==> src/rtl/pwm_heater_driver.sv <==
// pwm_heater_driver: time-proportioned heater/cooler switching with dead band.
// Converts an 8-bit drive level and a cooling-request flag into registered
// heat/cool switch outputs. A PWM period is 255 steps of PRESCALE cycles each.
// Build option: define PWM_DRIVER_COOL_EN to enable the DEAD/COOL path;
// without it, neg is ignored and cool is held at 0.
module pwm_heater_driver #(
  parameter int unsigned PRESCALE         = 1000,
  parameter int unsigned COOL_MIN_PERIODS = 4
) (
  input  logic       clock,
  input  logic       reset,
  input  logic       enable,
  input  logic [7:0] level,
  input  logic       neg,
  output logic       heat,
  output logic       cool,
  output logic       period_start,
  output logic [7:0] duty,
  output logic [1:0] mode
);

  localparam int unsigned PW = (PRESCALE > 1) ? $clog2(PRESCALE) : 1;
  localparam int unsigned SW = 8;
  localparam int unsigned CW = 8;
  localparam logic [PW-1:0] PRESC_LAST = PW'(PRESCALE - 1);
  localparam logic [SW-1:0] STEP_LAST  = SW'(254);

  typedef enum logic [1:0] {
    IDLE = 2'd0,
    HEAT = 2'd1,
    DEAD = 2'd2,
    COOL = 2'd3
  } state_t;

  state_t        state_q, state_d;
  logic [PW-1:0] presc_q, presc_d;
  logic [SW-1:0] step_q, step_d;
  logic [SW-1:0] duty_q, duty_d;
  logic          heat_d, cool_d, pstart_d;
  logic          boundary_c;

`ifdef PWM_DRIVER_COOL_EN
  logic [CW-1:0] cperiods_q, cperiods_d;
`else
  logic unused_cfg;
  assign unused_cfg = neg ^ (COOL_MIN_PERIODS == 0) ^ (CW == 0);
`endif

  assign duty = duty_q;
  assign mode = state_q;

  // State, counter and output registers
  always_ff @(posedge clock or negedge reset) begin
    if (!reset) begin
      state_q      <= IDLE;
      presc_q      <= '0;
      step_q       <= '0;
      duty_q       <= '0;
      heat         <= 1'b0;
      cool         <= 1'b0;
      period_start <= 1'b0;
`ifdef PWM_DRIVER_COOL_EN
      cperiods_q   <= '0;
`endif
    end else begin
      state_q      <= state_d;
      presc_q      <= presc_d;
      step_q       <= step_d;
      duty_q       <= duty_d;
      heat         <= heat_d;
      cool         <= cool_d;
      period_start <= pstart_d;
`ifdef PWM_DRIVER_COOL_EN
      cperiods_q   <= cperiods_d;
`endif
    end
  end

  // Next-state: counters, period boundary, mode transitions and switch outputs
  always_comb begin
    state_d    = state_q;
    presc_d    = presc_q;
    step_d     = step_q;
    duty_d     = duty_q;
    pstart_d   = 1'b0;
    heat_d     = 1'b0;
    cool_d     = 1'b0;
`ifdef PWM_DRIVER_COOL_EN
    cperiods_d = cperiods_q;
`endif
    boundary_c = enable &&
                 ((state_q == IDLE) || ((presc_q == PRESC_LAST) && (step_q == STEP_LAST)));

    if (!enable) begin
      state_d    = IDLE;
      presc_d    = '0;
      step_d     = '0;
      duty_d     = '0;
`ifdef PWM_DRIVER_COOL_EN
      cperiods_d = '0;
`endif
    end else if (boundary_c) begin
      presc_d  = '0;
      step_d   = '0;
      duty_d   = level;
      pstart_d = 1'b1;
`ifdef PWM_DRIVER_COOL_EN
      case (state_q)
        IDLE:    state_d = neg ? COOL : HEAT;
        HEAT:    if (neg) state_d = DEAD;
        DEAD:    state_d = neg ? COOL : HEAT;
        COOL:    if (!neg && (cperiods_q >= CW'(COOL_MIN_PERIODS))) state_d = DEAD;
        default: state_d = IDLE;
      endcase
      // Count completed cooling periods; restart the count on each COOL entry
      if ((state_q == COOL) && (cperiods_q != {CW{1'b1}})) begin
        cperiods_d = cperiods_q + CW'(1);
      end
      if ((state_d == COOL) && (state_q != COOL)) begin
        cperiods_d = '0;
      end
`else
      case (state_q)
        IDLE:    state_d = HEAT;
        HEAT:    state_d = HEAT;
        default: state_d = IDLE;
      endcase
`endif
    end else if (presc_q == PRESC_LAST) begin
      presc_d = '0;
      step_d  = step_q + SW'(1);
    end else begin
      presc_d = presc_q + PW'(1);
    end

    // Outputs are derived from next-cycle values so they register with the counters
    heat_d = (state_d == HEAT) && (step_d < duty_d);
`ifdef PWM_DRIVER_COOL_EN
    cool_d = (state_d == COOL);
`endif
  end

endmodule

==> config.mk <==
export PLATFORM = sky130hd
export DESIGN_NAME = pwm_heater_driver
export DESIGN_NICKNAME = d
export VERILOG_FILES = /design/src/rtl/pwm_heater_driver.sv
export SDC_FILE = /design/constraint.sdc
export NUM_CORES = 1
export LEC_CHECK = 0
export BUFFER_PORTS_ARGS = -buffer_cell sky130_fd_sc_hd__buf_2
export CAP_MARGIN = 15
export CORE_MARGIN = 2
export CORE_UTILIZATION = 40
export DETAILED_ROUTE_END_ITERATION = 7
export GPL_TIMING_DRIVEN = 1
export MAX_ROUTING_LAYER = met4
export PLACE_DENSITY = 0.65
export SLEW_MARGIN = 20
export SYNTH_ARGS = -nofsm -noshare
export SYNTH_HDL_FRONTEND = slang
export SYNTH_SLANG_ARGS = --single-unit
==> constraint.sdc <==
create_clock -name clock -period 3.1 [get_ports clock]
set_clock_uncertainty 0.1 [all_clocks]
set_input_delay 0.155 -clock clock [delete_from_list [all_inputs] [get_ports clock]]
set_output_delay 0.155 -clock clock [all_outputs]
set_load 0.02 [all_outputs]
==> impl_metrics.ini <==
[global_route]
grt.total_usage_pct = 17.70
antenna_found_initial = 0
grt_max_degree = 31
gr-total-overflow = 0
grt_pass1_vias = 1271
grt_pass1_wl_mm = 5.589

[detailed_routing]
routed-wl-met2_mm = 1.615
drtAntennaViolNets = 0
wl_mm = 3.292
drt-met1-wl_mm = 1.460
drt_pass1_iterations = 4
vias_per_cell = 5.259
routed-wl-met3_um = 113
drt_iter0_markers = 43
route.detailed.drc = 0
highest_layer = met4
dr_total_vias = 1278
drt-wirelength-per-cell_um = 13.55

[timing]
max_clock_freq_ghz = 0.3514
setup_viol = 0
worstMarginPinSlew_ns = 0.6657
min_period_over_period_pct = 91.79
hold_viol = 0
slew_violations = 0
period_minus_slack_ns = 2.845
slew_headroom_pct = 55.62

[placed_design]
port_buffers = 22
placed_cell_area_um2 = 1785
dp_hpwl_mm = 2.439
gp_congestion = 0.7587

[clock_network]
root_buffer = clkbuf_8
cts_htree_levels = 2
clock_sinks = 30
worstSkewPairLatency_ns = 0.29
cts_inserted_buffers = 5
max-clock-path-buffers = 2
cts_tree = yes
clk_pin_slew_ns = 0.06

[power]
internal_power_uw = 614.4
clkPwrFrac_pct = 39.9
p_seq_share_pct = 49.8
p_comb_share_pct = 10.3
total_power_uw = 820.0
irDropWorstVdd_uv = 301.2
switching_share_pct = 25.08
p_leak_nw = 0.9283
p_switching_uw = 205.6
power.density_nw_per_um2 = 424.5

[run]
max-cap-violations = 0

[cells_and_area]
diodes = 0
final_common_cell = dfrtp_1
final_cell_mix = 30 x dfrtp_1, 22 x buf_2, 21 x nor2_1, 11 x nand2_1
drive_gt1_share_pct = 22.80
fin_area_um2 = 1932
syn_to_final_growth_pct = 20.25
layout.nets = 214
nFillCells = 373

[worst_setup_path]
crit_path_top_delay_cell = dfrtp_1
crit_type = reg2reg
worstReg2RegEnd = heat$_DFF_PN0_
crit_path_cell_trace = ha_2 -> nor4bb_4 -> nand3_1 -> buf_4 -> buf_4 -> nor3_1 -> xnor2_1 -> nor2_1 -> ha_1 -> nand4_1 -> o22ai_1 -> a211o_1 -> a21oi_1
cpMostUsedCell = buf_4
startpoint_type = register
critPathBufInv = 2
end_kind = register
slowest_delay_ns = 0.38
reg2reg_slack_ns = 0.25
crit_fanout = 7
required_ns = 3.22
r2r-start = presc_q[0]$_DFF_PN0_
startpoint = presc_q[0]$_DFF_PN0_
path_delay_family = simple AND/OR/NAND/NOR gates
worstRegToRegCells = 13
crit_arrival_ns = 2.96

[floorplan]
start_util_pct = 40.75
die_h_um = 67.38
rows = 23
die_width_um = 67.38
core-area_um2 = 3943
fp.dieArea_um2 = 4539
pin_count = 25

[synth]
postSynthAreaPerCell_um2 = 10.17
synth_top_area_share_pct = 46.73
synthDistinctLibCells = 39
yosysWarnings = 0
synth_nets = 180
yosys_register_bits = 30
synthTopCellsByArea = dfrtp_1 47%, ha_1 7.8%, nor2_1 4.9%
synth_area_um2 = 1607
seq_area_frac_synth_pct = 46.73
synth_cells = 158
synth_top_cell_by_area = dfrtp_1

[status]
status = complete, no violations

[hold_path]
whs_endpoint = duty[5]$_DFF_PN0_
min_path_cells = 2
min_from = level[5]
min_path_type = in2reg
state kept, by name, indices dropped and copies added, names as in the netlist:
signal and cells:
presc_q 10, duty 8, step_q 8, mode 2
heat 1, period_start 1
cells in the mapped netlist, drive strengths merged:
cell,instances
o211a,1
nand4,5
or2,1
o21ai,6
conb,1
a21o,2
nor2,21
nand2,11
dfrtp,30
and4b,1
nor3,1
ha,10
o22ai,2
buf,4
o21a,3
o211ai,1
xor2,6
nor4bb,1
nor4,1
and2,4
a21oi,4
a22oi,5
and4,1
a211o,1
xnor2,8
inv,5
mux2i,1
and3,4
and3b,1
a22o,5
nand3,8
a21boi,1
clkbuf,2
per-layer routing:
layer  global-route usage [%]  vias to the layer above
met1                    19.56                      618
met3                    4.000                        8
met2                    28.71                       28
li1                         -                      624
met4                    11.48                        0
met5                        -                        -
cell families after synthesis:
family / synth area share [%]
buf+inv: 4.050
flops: 46.73
compound gates: 13.78
fa+ha+maj: 7.788
mux: 0.6231
xor+xnor: 7.633
other cells: 0.2334
simple gates: 19.16
metrics by stage:
step / setup TNS [ns] / setup WS (ns) / hold slack (ns) / utilization [%] / cells
detailed placement: 0 / 0.06075 / 0.1347 / 45.29 / 231
global placement: 0 / 0.1265 / 0.1203 / 45.29 / 231
floorplan: 0 / 0.3193 / -0.2406 / - / 158
finish: 0 / 0.2545 / 0.008569 / 49.00 / 243
global route: -0.003828 / -0.003828 / 0.02082 / 49.00 / 243
CTS: 0 / 0.05019 / 0.003292 / 48.11 / 241
how the worst max path moves through the flow:
| stage | to | slack, ns | cells after the start |
|---|---|---|---|
| after floorplan | heat$_DFF_PN0_ | 0.32 | 14 |
| after global placement | heat$_DFF_PN0_ | 0.13 | 12 |
| after detailed placement | heat$_DFF_PN0_ | 0.06 | 12 |
| after CTS | heat$_DFF_PN0_ | 0.05 | 12 |
| after global routing | heat$_DFF_PN0_ | -0.004 | 13 |
| final | heat$_DFF_PN0_ | 0.25 | 13 |
timing repair:
action	4_1_cts	5_1_grt
resized for setup	0	5
setup buffers	0	2
hold buffers	2	0
endpoints found under the setup margin	0	1
hold endpoints to repair	31	0
power groups by stage:
stage               registers (mW)  logic (mW)  clock network (mW)
finish                       0.408      0.0845               0.327
detailed placement           0.415      0.0816                   0
global placement             0.415      0.0805                   0
global route                 0.410      0.0951               0.352
CTS                          0.408      0.0839               0.339
floorplan                    0.426      0.0373                   0
final cells by class:
type	instances	area, µm²	area share, %
multi-input cells	117	810.8	41.97
well taps	50	62.56	3.238
clock buffers	7	86.33	4.469
flip-flops and latches	30	750.7	38.86
repair buffers	33	197.7	10.23
clock inverters	1	5.005	0.2591
inverters	5	18.77	0.9715
Note: power is estimated with default switching activity, not from simulation.
